==> src/rtl/mac_arb_pkg.sv <==
// Shared definitions for the MAC datapath arbiter: state encoding, hold-counter width, clog2.
package mac_arb_pkg;

    typedef enum logic {
        ARB_IDLE = 1'b0,
        ARB_BUSY = 1'b1
    } arb_state_t;

    localparam int unsigned ARB_HOLD_W = 16;

    function automatic int unsigned clog2(input int unsigned value);
        int unsigned r;
        r = 0;
        for (int unsigned i = 0; i < 32; i++) begin
            if ((64'd1 << i) < 64'(value)) begin
                r = i + 1;
            end
        end
        return r;
    endfunction

endpackage

==> src/rtl/rr_priority_select.sv <==
// Rotated priority encoder: first unmasked request at or above the pointer, wrapping mod N.
module rr_priority_select
    import mac_arb_pkg::*;
#(
    parameter int unsigned N     = 4,
    parameter int unsigned IDX_W = clog2(N)
) (
    input  logic [N-1:0]     i_req,
    input  logic [N-1:0]     i_mask,
    input  logic [IDX_W-1:0] i_pointer,
    output logic [N-1:0]     o_sel_onehot_c,
    output logic [IDX_W-1:0] o_sel_index_c,
    output logic             o_sel_valid_c
);

    logic [N-1:0]     w_cand;
    logic [N-1:0]     w_rot;
    logic [IDX_W-1:0] w_off;
    logic [IDX_W:0]   w_sum;
    logic [IDX_W-1:0] w_idx;
    logic             w_hit;

    assign w_cand = i_req & ~i_mask;
    // Rotate so the pointer position lands at bit 0; the doubled vector provides the wrap.
    assign w_rot  = N'({w_cand, w_cand} >> i_pointer);
    assign w_hit  = |w_rot;

    always_comb begin
        w_off = '0;
        for (int i = int'(N) - 1; i >= 0; i--) begin
            if (w_rot[i]) begin
                w_off = IDX_W'(i);
            end
        end
    end

    always_comb begin
        w_sum = {1'b0, i_pointer} + {1'b0, w_off};
        if (w_sum >= (IDX_W+1)'(N)) begin
            w_idx = IDX_W'(w_sum - (IDX_W+1)'(N));
        end else begin
            w_idx = IDX_W'(w_sum);
        end
    end

    assign o_sel_valid_c  = w_hit;
    assign o_sel_index_c  = w_hit ? w_idx : '0;
    assign o_sel_onehot_c = w_hit ? (N'(1) << w_idx) : '0;

endmodule

==> src/rtl/round_robin_arbiter_n.sv <==
// N-requester round-robin arbiter with registered grant, transfer lock and zero-bubble handover.
// Optional grant-length limit enabled by defining ARB_MAX_HOLD_EN.
module round_robin_arbiter_n
    import mac_arb_pkg::*;
#(
    parameter int unsigned N        = 4,
    parameter int unsigned IDX_W    = clog2(N),
    parameter int unsigned MAX_HOLD = 64
) (
    input  logic             i_clock,
    input  logic             i_reset_n,
    input  logic [N-1:0]     i_request,
    input  logic             i_release,
    output logic [N-1:0]     o_grant,
    output logic [IDX_W-1:0] o_grant_index,
    output logic             o_grant_valid
);

    arb_state_t       r_state;
    arb_state_t       w_state_nxt;
    logic [IDX_W-1:0] r_pointer;
    logic [IDX_W-1:0] w_pointer_nxt;
    logic [N-1:0]     r_grant;
    logic [N-1:0]     w_grant_nxt;
    logic [IDX_W-1:0] r_grant_index;
    logic [IDX_W-1:0] w_index_nxt;
    logic             r_grant_valid;
    logic             w_valid_nxt;

    logic [N-1:0]     w_mask;
    logic [N-1:0]     w_sel_onehot;
    logic [IDX_W-1:0] w_sel_index;
    logic             w_sel_valid;
    logic [IDX_W-1:0] w_sel_next_ptr;
    logic             w_cur_req;
    logic             w_hold_expire;
    logic             w_end_xfer;

`ifdef ARB_MAX_HOLD_EN
    logic [ARB_HOLD_W-1:0] r_hold_cnt;
    logic [ARB_HOLD_W-1:0] w_hold_cnt_nxt;

    // The current cycle is the MAX_HOLD-th cycle of this grant.
    assign w_hold_expire = (r_hold_cnt == ARB_HOLD_W'(MAX_HOLD - 1));
`else
    logic w_unused_max_hold;

    assign w_unused_max_hold = (MAX_HOLD == 0);
    assign w_hold_expire     = 1'b0;
`endif

    // The current grantee is excluded when re-arbitrating at the end of its transfer.
    assign w_mask     = (r_state == ARB_BUSY) ? r_grant : '0;
    assign w_cur_req  = i_request[r_grant_index];
    assign w_end_xfer = (r_state == ARB_BUSY) && (!w_cur_req || i_release || w_hold_expire);

    rr_priority_select #(
        .N     (N),
        .IDX_W (IDX_W)
    ) u_select (
        .i_req          (i_request),
        .i_mask         (w_mask),
        .i_pointer      (r_pointer),
        .o_sel_onehot_c (w_sel_onehot),
        .o_sel_index_c  (w_sel_index),
        .o_sel_valid_c  (w_sel_valid)
    );

    assign w_sel_next_ptr = (w_sel_index == IDX_W'(N - 1)) ? '0 : w_sel_index + IDX_W'(1);

    // State, pointer and grant registers.
    always_ff @(posedge i_clock or negedge i_reset_n) begin
        if (!i_reset_n) begin
            r_state       <= ARB_IDLE;
            r_pointer     <= '0;
            r_grant       <= '0;
            r_grant_index <= '0;
            r_grant_valid <= 1'b0;
`ifdef ARB_MAX_HOLD_EN
            r_hold_cnt    <= '0;
`endif
        end else begin
            r_state       <= w_state_nxt;
            r_pointer     <= w_pointer_nxt;
            r_grant       <= w_grant_nxt;
            r_grant_index <= w_index_nxt;
            r_grant_valid <= w_valid_nxt;
`ifdef ARB_MAX_HOLD_EN
            r_hold_cnt    <= w_hold_cnt_nxt;
`endif
        end
    end

    // Next-state logic: grant on request in IDLE, hold or hand over in BUSY.
    always_comb begin
        w_state_nxt    = r_state;
        w_pointer_nxt  = r_pointer;
        w_grant_nxt    = r_grant;
        w_index_nxt    = r_grant_index;
        w_valid_nxt    = r_grant_valid;
`ifdef ARB_MAX_HOLD_EN
        w_hold_cnt_nxt = r_hold_cnt;
`endif
        case (r_state)
            ARB_IDLE: begin
                if (w_sel_valid) begin
                    w_state_nxt    = ARB_BUSY;
                    w_pointer_nxt  = w_sel_next_ptr;
                    w_grant_nxt    = w_sel_onehot;
                    w_index_nxt    = w_sel_index;
                    w_valid_nxt    = 1'b1;
`ifdef ARB_MAX_HOLD_EN
                    w_hold_cnt_nxt = '0;
`endif
                end
            end
            ARB_BUSY: begin
                if (w_end_xfer) begin
                    if (w_sel_valid) begin
                        w_pointer_nxt  = w_sel_next_ptr;
                        w_grant_nxt    = w_sel_onehot;
                        w_index_nxt    = w_sel_index;
                        w_valid_nxt    = 1'b1;
`ifdef ARB_MAX_HOLD_EN
                        w_hold_cnt_nxt = '0;
`endif
                    end else begin
                        w_state_nxt    = ARB_IDLE;
                        w_grant_nxt    = '0;
                        w_index_nxt    = '0;
                        w_valid_nxt    = 1'b0;
`ifdef ARB_MAX_HOLD_EN
                        w_hold_cnt_nxt = '0;
`endif
                    end
                end else begin
`ifdef ARB_MAX_HOLD_EN
                    w_hold_cnt_nxt = r_hold_cnt + ARB_HOLD_W'(1);
`endif
                end
            end
            default: begin
                w_state_nxt = ARB_IDLE;
            end
        endcase
    end

    assign o_grant       = r_grant;
    assign o_grant_index = r_grant_index;
    assign o_grant_valid = r_grant_valid;

endmodule

==> config.mk <==
export PLATFORM = sky130hd
export DESIGN_NAME = round_robin_arbiter_n
export DESIGN_NICKNAME = d
export VERILOG_FILES = /design/src/rtl/mac_arb_pkg.sv /design/src/rtl/rr_priority_select.sv /design/src/rtl/round_robin_arbiter_n.sv
export SDC_FILE = /design/constraint.sdc
export NUM_CORES = 1
export LEC_CHECK = 0
export ABC_AREA = 0
export CORE_AREA = 2 2 42 44
export DETAILED_ROUTE_END_ITERATION = 16
export DIE_AREA = 0 0 44 46
export PLACE_DENSITY = 0.77
export SLEW_MARGIN = 40
export SYNTH_ARGS = -nofsm -noshare
export SYNTH_HDL_FRONTEND = slang
export SYNTH_SLANG_ARGS = --single-unit
==> constraint.sdc <==
create_clock -name i_clock -period 6 [get_ports i_clock]
set_input_delay 0.6 -clock i_clock [delete_from_list [all_inputs] [get_ports i_clock]]
set_output_delay 0.6 -clock i_clock [all_outputs]
set_load 0.02 [all_outputs]
==> results.cfg, run 1 <==
[status]
outcome = finished, final reports clean

[global_routing]
antenna_found_initial = 0
grt_start_max_net_pins = 13
grt_pass1_wl_mm = 2.50
overflow = 0
first_global_vias = 541
track_usage_pct = 17.3

[synthesis]
yosysUniqueCellTypes = 32
netlist.area_leader.share_pct = 33.3
synth_warnings = 0
yosys.area_share.adder_pct = 1.67
netlist_area_um2 = 751
synth_area_leader_cell = dfrtp_1
synth_ff_type = dfrtp_1
synthTopCellsByCount = 10 x dfrtp_1, 6 x mux2i_1, 5 x a21oi_1, 5 x o2bb2ai_1
synth_edf_count = 0
muxShareOfSynthArea_pct = 19.0
synthSimpleGateAreaFrac_pct = 8.67
syn_avg_cell_area_um2 = 10.9
synth_area_leaders = dfrtp_1 33%, mux2i_1 8.0%, mux2_4 8.0%
yosysMostFrequentCell = dfrtp_1
synth_fp_nets = 77
synthCells = 69
synth_compound_area_share_pct = 32.5
synth-xor-area-share_pct = 1.17
synthArstFlopShare_pct = 100
synth-seq-cells = 10
yosysSeqAreaShare_pct = 33.3
synth_top_family_by_area = compound AO/OA/AOI/OAI gates

[setup_path]
ff2ff_setup_slack_ns = 3.48
critPathCaptureType = register
crit_type = register to register
crit_chain = mux2_4 > a21oi_2 > a21oi_1 > o21ai_1 > nand2_1 > ha_1 > xnor2_1 > a21oi_1 > a211oi_2
r2r-end = r_pointer[1]$_DFFE_PN0P_
slowest_stage = dfrtp_1
slowest_delay_ns = 0.65
r2r-start = r_pointer[0]$_DFFE_PN0P_
path_common_cell = a21oi_1
r2r_cells = 9
required_ns = 6.18
cp.arrival_ns = 2.70
cp_max_fo = 10
worstSetupStartpointType = register

[detailed_routing]
ant_nets = 0
via_count = 607
vias_per_cell = 6.07
routed_wirelength_mm = 1.57
first_pass_iters = 4
remaining_drc_errors = 0
drt_iter0_drc = 11
wl_per_cell_um = 15.7

[layout]
nets = 92
diodes = 0
drive_above_1_share_pct = 21.7
syn_to_final_growth_pct = 22.3

[min_path]
worstHoldEndpoint = o_grant[0]$_DFFE_PN0P_
hp-class = register to register
hold-path-cell-count = 1
hold_start = o_grant[0]$_DFFE_PN0P_

[sta]
rsz0062_at_grt = false
relSlewSlack_pct = 67.5
setup_tns_ns = 0
finalCritPeriodShare_pct = 42.0
finalHoldViolCount = 0
fin_crit_ns = 2.52
drv_slew = 0
fmax_mhz = 397
finalSetupViolCount = 0
skew_ns = 0.00171
worstMarginPinSlew_ns = 0.488

[pwr]
p_leak_nw = 0.378
power_density_nw_per_um2 = 669
power_mw = 0.614
vdd_ir_drop_max_uv = 317

[floorplan]
die_h_um = 46
rows = 15
core_area_um2 = 1610
start_util_pct = 46.5
die_x_um = 44
ios = 14
dieArea_um2 = 2020

[place]
hpwlAfterDp_mm = 1.19
port_buffers = 13
gp_congestion = 0.880

[clock_tree]
cts.sinks = 10
cts_htree_levels = 1
cts_tree = done
clk_pin_slew_ns = 0.07
clk_path_buf_depth = 2
ctsResizeCount = 0
cts-root-buf = clkbuf_4
clk_latency_ns = 0.27
cts_made_buffers = 3
post-cts-setup-buffer-count = 0
ctsHoldBuffers = 0

[flow_run]
drv_cap = 0
[power breakdown]
part,switching (mW),leakage [nW],internal [mW]
Sequential,0.0509,0.118,0.101
Combinational,0.207,0.239,0.195
Clock,0.0239,0.0210,0.0369
[per-stage QoR]
stage,util (%),instances,area (um2),setup slack (ns),hold slack (ns)
2_1_floorplan,-,69,751,3.89,0.304
3_3_place_gp,54.7,96,882,3.29,0.527
3_5_place_dp,54.7,96,882,3.28,0.532
4_1_cts,56.9,100,918,3.49,0.552
5_1_grt,56.9,100,918,3.23,0.565
6_report,56.9,100,918,3.48,0.554
[state kept, by name, indices dropped and copies added, names as in the netlist]
| register | count |
|---|---|
| o_grant | 4 |
| o_grant_index | 2 |
| r_pointer | 2 |
| o_grant_valid | 1 |
| r_state | 1 |
[area by class of cell]
type,count,area (um2)
Clock buffer,4,36.3
Sequential cell,10,250
Timing Repair Buffer,13,130
Tap cell,17,21.3
Fill cell,137,696
Inverter,2,7.51
Multi-Input combinational cell,54,473
[how the worst max path moves through the flow]
| stage | startpoint | endpoint | slack, ns | cells after the start |
|---|---|---|---|---|
| 3_5_place_dp | i_request[2] | r_pointer[1]$_DFFE_PN0P_ | 3.28 | 10 |
| 3_3_place_gp | i_request[1] | r_pointer[1]$_DFFE_PN0P_ | 3.29 | 10 |
| 5_1_grt | r_pointer[0]$_DFFE_PN0P_ | r_pointer[1]$_DFFE_PN0P_ | 3.23 | 9 |
| 2_1_floorplan | r_pointer[0]$_DFFE_PN0P_ | r_pointer[1]$_DFFE_PN0P_ | 3.89 | 10 |
| 4_1_cts | r_pointer[0]$_DFFE_PN0P_ | r_pointer[1]$_DFFE_PN0P_ | 3.49 | 9 |
| 6_report | r_pointer[0]$_DFFE_PN0P_ | r_pointer[1]$_DFFE_PN0P_ | 3.48 | 9 |
[cell families after synthesis]
kind of cell	after synthesis
buffers and inverters	5
DFF	10
muxes	11
adders and majority gates	1
AOI/OAI and AO/OA	30
xor gates and xnor gates	1
and+or+nand+nor	11
[per-layer routing]
| metal | vias to the layer above | share of wire, % | global-route usage [%] |
|---|---|---|---|
| met3 | 5 | 2.2 | 1.19 |
| met1 | 289 | 53 | 25.5 |
| met4 | 0 | 2.2 | 10.9 |
| li1 | 303 | - | - |
| met2 | 10 | 43 | 24.1 |
| met5 | - | 0 | 0 |
[cell usage in the layout (no fill, tap or decap), types with 2 or more instances in the layout]
master,n
nand2b_1,2
clkbuf_4,3
dfrtp_1,10
o211ai_1,2
nand2_1,3
mux2_4,4
a211oi_1,4
a21oi_1,5
o21ai_1,2
mux2i_1,6
a21o_1,3
clkdlybuf4s50_1,13
o2bb2ai_1,5
a211oi_2,2
nor2_1,2
[worst max-delay path: cells and delay by family, from the launching register on]
family	cells	cell delay, ns
DFF	1	0.65
and+or+nand+nor	1	0.06
adders and majority gates	1	0.35
muxes	1	0.36
xor gates and xnor gates	1	0.29
AOI/OAI and AO/OA	5	0.73
No activity file was read; power rests on OpenSTA's default activity.
==> inputs of run 2 (changes only) <==
--- a/config.mk
+++ b/config.mk
@@ -6,10 +6,10 @@
 export NUM_CORES = 1
 export LEC_CHECK = 0
 export ABC_AREA = 0
-export CORE_AREA = 2 2 42 44
+export CORE_AREA = 2 2 44 46
 export DETAILED_ROUTE_END_ITERATION = 16
-export DIE_AREA = 0 0 44 46
-export PLACE_DENSITY = 0.77
+export DIE_AREA = 0 0 46 48
+export PLACE_DENSITY = 0.73
 export SLEW_MARGIN = 40
 export SYNTH_ARGS = -nofsm -noshare
 export SYNTH_HDL_FRONTEND = slang
==> constraint.sdc (replaced) <==
create_clock -name i_clock -period 2.1 [get_ports i_clock]
set_input_delay 0.21 -clock i_clock [delete_from_list [all_inputs] [get_ports i_clock]]
set_output_delay 0.21 -clock i_clock [all_outputs]
set_load 0.02 [all_outputs]
==> run 2 against run 1 <==
- the flow now finishes with violations (setup timing)
- clock power is 110% higher
- flip-flop and latch count stayed put
- combinational power grew to 4.4 times the previous value
- fmax is 19% higher
- non-clock buffer count is 15 higher
- die area is 9.1% higher
- cell count is 14% higher
- critical path depth is 2 higher
- final area is 19% higher
- global-route usage is 1.7 points higher
==> results.cfg, run 2 (synthesized netlist as in run 1, its figures left out) <==
[clock_tree]
cts_tree = done
clk_path_buf_depth = 2
clk_latency_ns = 0.25
cts_made_buffers = 3
clk_pin_slew_ns = 0.06
cts_htree_levels = 1
cts-root-buf = clkbuf_4
cts.sinks = 10

[setup_path]
r2r-start = r_pointer[0]$_DFFE_PN0P_
crit_type = register to register
cp_max_fo = 4
cp.arrival_ns = 2.28
critPathCaptureType = register
r2r-end = r_pointer[1]$_DFFE_PN0P_
worstSetupStartpointType = register
r2r_cells = 11
ff2ff_setup_slack_ns = -0.01
required_ns = 2.27

[layout]
most-common-layout-cells = 14 x buf_4, 13 x clkdlybuf4s50_1, 10 x dfrtp_1
drive_above_1_share_pct = 44.3
final_cells = 114
final_core_util_pct = 64.8
syn_to_final_growth_pct = 45.8
final_cell_area_um2 = 1090
largest_reg_flops = 4
mostFrequentLayoutCell = buf_4
diodes = 0
nets = 107

[sta]
rsz0062_at_grt = true
relSlewSlack_pct = 68.3
finalWorstSetupSlack_ns = -0.0143
skew_ns = 0.00374
fmax_mhz = 473
fin_crit_ns = 2.11
worstMarginPinSlew_ns = 0.474
finalSetupViolCount = 1
drv_slew = 0
finalHoldViolCount = 0
finalCritPeriodShare_pct = 101

[status]
outcome = finished, violations left
violations = setup timing

[detailed_routing]
first_pass_iters = 4
via_count = 697
remaining_drc_errors = 0
drt_iter0_drc = 23
ant_nets = 0
wl_per_cell_um = 16.5
routed_wirelength_mm = 1.88
vias_per_cell = 6.11

[min_path]
hp-class = primary input to async pin

[global_routing]
grt_pass1_wl_mm = 2.93
first_global_vias = 695
grt_start_max_net_pins = 13
track_usage_pct = 18.9
overflow = 0
antenna_found_initial = 0

[pwr]
vdd_ir_drop_max_uv = 1470
p_seq_share_pct = 17.5
internal_power_mw = 1.31
pwr-share-comb_pct = 77.1
p_leak_nw = 0.456
p_switching_mw = 0.994
power_density_nw_per_um2 = 2110
clock_power_share_pct = 5.4
p_sw_share_pct = 43.1

[place]
hpwlAfterDp_mm = 1.44
port_buffers = 13
dpl.cell_count = 110
gp_congestion = 0.848
place_area_um2 = 995

[floorplan]
core_area_um2 = 1690
dieArea_um2 = 2210
ios = 14
rows = 15
die_x_um = 46
start_util_pct = 44.4
die_h_um = 48

[flow_run]
drv_cap = 0
==> run 2: cell types whose count changed in the layout (fill, tap and decap cells not counted), sizes merged <==
cell and delta:
clkbuf -1, buf +15
==> run 2: stage by stage <==
step	TNS [ns]	hold WS, ns	total power [mW]	worst slack (ns)
global route	-0.549	0.314	2.45	-0.0992
detailed placement	-0.290	0.524	1.88	-0.135
global placement	-0.0495	0.525	1.85	-0.0495
floorplan	0	-0.0856	1.35	0.00875
CTS	0	0.280	2.15	0.00553
finish	-0.0143	0.279	2.31	-0.0143
==> run 2: worst max path at each step <==
stage / startpoint / to / slack, ns / cells past startpoint
after detailed placement: i_request[0] / r_pointer[1]$_DFFE_PN0P_ / -0.13 / 10
after global placement: i_request[3] / r_pointer[1]$_DFFE_PN0P_ / -0.05 / 10
after global routing: r_pointer[0]$_DFFE_PN0P_ / r_pointer[1]$_DFFE_PN0P_ / -0.1 / 11
final: r_pointer[0]$_DFFE_PN0P_ / r_pointer[1]$_DFFE_PN0P_ / -0.01 / 11
after floorplan: r_pointer[0]$_DFFE_PN0P_ / r_pointer[1]$_DFFE_PN0P_ / 0.009 / 10
after CTS: r_pointer[0]$_DFFE_PN0P_ / r_pointer[1]$_DFFE_PN0P_ / 0.006 / 11
==> run 2: timing repair <==
action | 4_1_cts | 5_1_grt
endpoints found under the setup margin | 6 | 6
hold buffers | 0 | 0
buffers inserted | 0 | 1
pin swaps | 1 | 8
gates resized for setup | 3 | 10
==> run 2: power groups by stage <==
| stage | Combinational [mW] | Sequential (mW) | Clock [mW] |
|---|---|---|---|
| final | 1.78 | 0.403 | 0.125 |
| after detailed placement | 1.49 | 0.393 | 0 |
| after floorplan | 0.921 | 0.429 | 0 |
| after global placement | 1.45 | 0.391 | 0 |
| after global routing | 1.89 | 0.421 | 0.135 |
| after CTS | 1.63 | 0.393 | 0.126 |
==> run 2: area by class of cell <==
cell class,count,area (um2)
sequential,10,250
clock buffer,3,22.5
inverter,2,7.51
tap,17,21.3
fill,143,594
timing repair buffer,28,246
multi-input combinational,54,547
==> run 2: layer usage <==
layer	share of wire (%)	global-route usage, %
met1	45	24.1
met5	0	0
met2	49	30.6
met3	3.9	3.02
met4	2.3	10.9
==> run 2: worst max-delay path, stage by stage (launching register included) <==
cell and delay [ns]:
dfrtp_1 0.39, buf_6 0.14, mux2_4 0.30, a21oi_2 0.19, a21oi_2 0.05, o21ai_1 0.12
nand2_1 0.11, ha_4 0.19, buf_4 0.15, xnor2_4 0.17, a21oi_1 0.07, a211oi_2 0.16
==> edit 1: new RTL, config.mk and constraints of run 2 <==
`N` is set to 4 in 2 places; all go to 3.
--- a/src/rtl/rr_priority_select.sv
+++ b/src/rtl/rr_priority_select.sv
@@ -4,3 +4,3 @@
 #(
-    parameter int unsigned N     = 4,
+    parameter int unsigned N     = 3,
     parameter int unsigned IDX_W = clog2(N)
--- a/src/rtl/round_robin_arbiter_n.sv
+++ b/src/rtl/round_robin_arbiter_n.sv
@@ -5,3 +5,3 @@
 #(
-    parameter int unsigned N        = 4,
+    parameter int unsigned N        = 3,
     parameter int unsigned IDX_W    = clog2(N),
Interface: changed (resized i_request and o_grant); port bits go from 14 to 12. The function was not compared with the original's and may differ.
==> edit 1 against run 2 <==
The flow still finishes with violations (setup timing); sequential share of layout area is 1.8 points lower; wire length down 5.0%; area after synthesis decreased by 12%; worst setup slack worse by 0.79 ns; largest power group unchanged; total power is 13% lower; maximum frequency shrank 27%; final area is 1.3% lower; sequential cell count is 1 lower.
==> edit 1: results (changes against run 2) <==
Parameter                              Value

Status
  Result of the run ... complete, but fails checks
  Violated checks ... setup timing

Logic synthesis
  Most frequent cells after synthesis ... dfrtp_1, mux2i_1, nand2_1
  Library cells used by synthesis ... 30 (-6.3%)
  Fraction of the mapped netlist area in adder cells ... 0.0682 (+0.0515)
  Post-synthesis xor/xnor area fraction ... 0 (-0.0117)
  Sequential fraction of the synthesis area ... 0.341 (+0.00758)
  Ranking of synthesized cells by area ... dfrtp_1, mux2i_1, nand2_1, ha_1, a31oi_4
  Mapped Nets ... 74 (-3.9%)
  Portion of netlist area occupied by mux cells ... 0.121 (-0.0688)
  Compound-gate portion of the synthesized area ... 0.216 (-0.109)
  Mean Syn Cell Area ... 10.2 um^2 (-6.6%)

Finish
  Fraction of layout instances using a drive strength above 1 ... 0.465 (+0.0220)
  Total Nets Final ... 111 (+3.7%)
  Flip-flop count of the largest register, all copies and words added ... 3 (-1)

Critical path
  CP Data Arrival Time ... 3.08 ns (+0.80 ns)
  Crit path largest cell delay ... 0.51 ns (+0.12 ns)
  Largest delay contributor family on the critical path ... compound AO/OA/AOI/OAI gates
  Max Fanout on Critical Path ... 6 (+2)
  Critical Path Start Type ... flip-flop
  Reg-to-reg startpoint ... r_state
  Slowest library cell on the worst path ... fa_1

CTS
  Buffer count from post-CTS setup fixing ... 1 (+1)
  Root buffer selected by CTS ... clkbuf_4
  Total of cells resized after clock tree synthesis ... 5 (+2)
  H-tree depth ... 1 (unchanged)

Placement
  Area after detailed placement ... 943 um^2 (-5.2%)
  Routability congestion estimate from global placement ... 0.777 (-8.3%)
  Dpl hpwl ... 1.25 mm (-13%)
  Worst-case setup slack after placement ... -1.00 ns (-0.865 ns)
  # port buffers ... 11 (-2)

Global route
  Via count of the first global-routing pass ... 666 (-4.2%)
  Antenna violations before repair ... 0 (unchanged)
  Pin count of the biggest net entering global routing ... 10 (-3)
  Global-route wire length before repair ... 2.86 mm (-2.4%)
  Gr usage total ... 0.186 (-0.00389)

Timing
  Slew @ Worst Pin ... 0.520 ns (+0.0460 ns)
  Final setup skew ... 0.00374 ns (-0.00000424 ns)
  Setup WS post-layout ... -0.806 ns (-0.792 ns)
  Setup_tns ... -5.26 ns (-5.24 ns)
  Setup-failing EPs final ... 7 (+6)

Route
  Routed length per placed instance ... 15.1 um (-8.2%)
  Detail-routed via count per cell ... 5.58 (-8.7%)
  Number of design-rule violations left by the first detailed-router iteration ... 16 (-30%)
  Detailed-router iteration count before antenna repair ... 4 (unchanged)
  Total routed wirelength ... 1.79 mm (-5.0%)

Power and ir drop
  Maximum ir drop on the vdd rail ... 1.16 mV (-21%)
  Leak ... 0.482 nW (+5.7%)
  Fraction of power spent switching nets ... 0.426 (-0.00547)
edit 1: final timing paths:
check	end	slack (ns)	cells past startpoint
worst max-delay path	o_grant[1]	-0.81	11
worst min-delay path	o_grant[2]	0.25	1
worst max register to register	o_grant[1]	-0.81	11
worst min register to register	o_grant_valid	0.49	1
max in group asynchronous	r_state	1.53	1
min in group i_clock	o_grant_valid	0.49	1
edit 1: layer usage:
metal	share of wire	global-route usage	up-vias
met4	0.017	0.120	0
met5	0	0	-
met1	0.43	0.236	320
met2	0.51	0.297	19
met3	0.038	0.0226	4
li1	-	-	316
edit 1: final cells by class:
cell class	count	area (um^2)
inverter	5	18.8
fill	146	608
clock buffer	4	26.3
sequential	9	228
multi-input combinational	51	503
timing repair buffer	32	284
tap	17	21.3
edit 1: power by group through the flow:
stage                     logic [mW]  clock network, mW  registers [mW]
after floorplan                0.769                  0           0.388
after global placement          1.26                  0           0.335
after detailed placement        1.30                  0           0.339
after CTS                       1.41              0.139           0.343
after global routing            1.67              0.146           0.368
final                           1.51              0.131           0.358
==> edit 2: new RTL, config.mk and constraints of run 2 <==
Made on the original files. Make the reset (`i_reset_n`) synchronous in one clocked block.
--- a/src/rtl/round_robin_arbiter_n.sv
+++ b/src/rtl/round_robin_arbiter_n.sv
@@ -71,3 +71,3 @@
     // State, pointer and grant registers.
-    always_ff @(posedge i_clock or negedge i_reset_n) begin
+    always_ff @(posedge i_clock) begin
         if (!i_reset_n) begin
Behaviour: differs if i_reset_n is asserted again (counterexample within 4 cycles, from zero or initial values and one cycle with i_reset_n low); with i_reset_n held inactive, the same outputs for 10 cycles.
==> edit 2 against run 2 <==
The flow still finishes with violations (setup timing); sequential cell count is the same; area after synthesis is 5.0% higher; total power is 29% lower; critical endpoint is now o_grant[2]; worst setup slack lost 0.013 ns; clock skew fell by 0.0015 ns; wire length is 48% higher; final area grew 23%; count of clock-buffer cells in the layout is 1 higher.
==> edit 2: results (changes against run 2) <==
Parameter                              Value

Status
  Result of the run ... complete, but fails checks
  Violated checks ... setup timing

Power and ir drop
  Leak ... 0.542 nW (+19%)
  Net Sw Power ... 0.726 mW (-27%)

Placement
  Routability congestion estimate from global placement ... 0.946 (+12%)
  Area after detailed placement ... 0.00113 mm^2 (+14%)
  Dpl hpwl ... 1.92 mm (+34%)

Logic synthesis
  Library cells used by synthesis ... 43 (+34%)
  Async set or reset register ratio after synthesis ... 0 (-1.00)
  Most frequent cells after synthesis ... nand3_1, dfxtp_1, a21oi_1, inv_1, nand2_1
  Ranking of synthesized cells by area ... dfxtp_1, nand3_1, a2111oi_1, a21oi_1, a21boi_1
  Mean Syn Cell Area ... 7.80 um^2 (-28%)
  Mapped Nets ... 109 (+42%)
  Most frequently used flop master after synthesis ... dfxtp_1

Timing
  Setup WS post-layout ... -0.0275 ns (-0.0131 ns)
  Final setup skew ... 0.00227 ns (-0.00147 ns)
  Setup-failing EPs final ... 2 (+1)

Critical path
  CP Data Arrival Time ... 2.33 ns (+0.05 ns)
  Slowest library cell on the worst path ... mux4_2
  Launch point of the critical path ... i_request[3]
  Max Fanout on Critical Path ... 5 (+1)
  Reg-to-reg startpoint ... r_state
  Critical Path Start Type ... primary input
  Crit path largest cell delay ... 0.50 ns (+0.11 ns)

Route
  Overall via count from detail_route ... 974 (+40%)
  Routed length per placed instance ... 17.8 um (+7.8%)
  Number of design-rule violations left by the first detailed-router iteration ... 22 (-4.3%)

Global route
  Gr usage total ... 0.251 (+0.0617)
  Pin count of the biggest net entering global routing ... 10 (-3)
  Via count of the first global-routing pass ... 865 (+24%)
  Global-route wire length before repair ... 3.94 mm (+35%)

Finish
  Layout fillers ... 106 (-26%)
  Total Nets Final ... 149 (+39%)
  Area of the multi-input gates ... 726 um^2 (+33%)
  Fraction of layout instances using a drive strength above 1 ... 0.400 (-0.0433)

Worst hold path
  Type of the worst min-delay path ... flip-flop to flip-flop
## edit 2: cell types whose count changed in the layout (fill, tap and decap cells not counted), sizes merged, moves of 5 or more
cell / delta
a211oi: -5
o21ai: +5
nand3: +14
mux2i: -5
dfxtp: +10
buf: +11
dfrtp: -10
## edit 2: cell type report
cell class                 instances  share of cell area
multi-input combinational         81               0.539
tap                               17              0.0158
timing repair buffer              39               0.245
inverter                           6              0.0195
clock buffer                       4              0.0270
sequential                        10               0.153
## edit 2: tightest hold or removal path, stage by stage, from the launching register on
cell	delay [ns]
dfxtp_1	0.33
a21oi_1	0.06
nor2_1	0.07
## edit 2: final timing paths
check / to / slack [ns] / depth (start not counted)
setup / recovery: o_grant[2] / -0.03 / 7
hold / removal: o_grant_valid / 0.48 / 2
setup reg to reg: o_grant[2] / 0 / 10
hold reg to reg: o_grant_valid / 0.48 / 2
## edit 2: routing by layer
layer,track usage,part of all wire,vias to the layer above
met5,0,0,-
met4,0.0686,0.020,0
met3,0.0226,0.033,8
met2,0.456,0.52,23
met1,0.316,0.43,463
li1,-,-,480
## edit 2: logic make-up after synthesis
group,share of synthesized area
AO/OA/AOI/OAI,0.375
XOR/XNOR,0.0111
adder cells (fa/ha/maj),0.0159
buffers and inverters,0.0492
flip-flops,0.254
multiplexers,0.0556
AND/OR/NAND/NOR,0.240
## edit 2: what timing repair did
action | in CTS | in global routing
endpoints found under the setup margin | 5 | 5
resized for setup | 10 | 22
pin swaps | 2 | 14
endpoints found under the hold margin | 0 | 0
buffers inserted | 0 | 3
## edit 2: power groups by stage
stage               clock, mW  sequential [mW]  combinational, mW
floorplan                   0            0.377              0.461
global placement            0            0.342              0.806
detailed placement          0            0.345              0.822
CTS                     0.174            0.343              0.903
global route            0.182            0.362               1.19
finish                  0.172            0.355               1.12
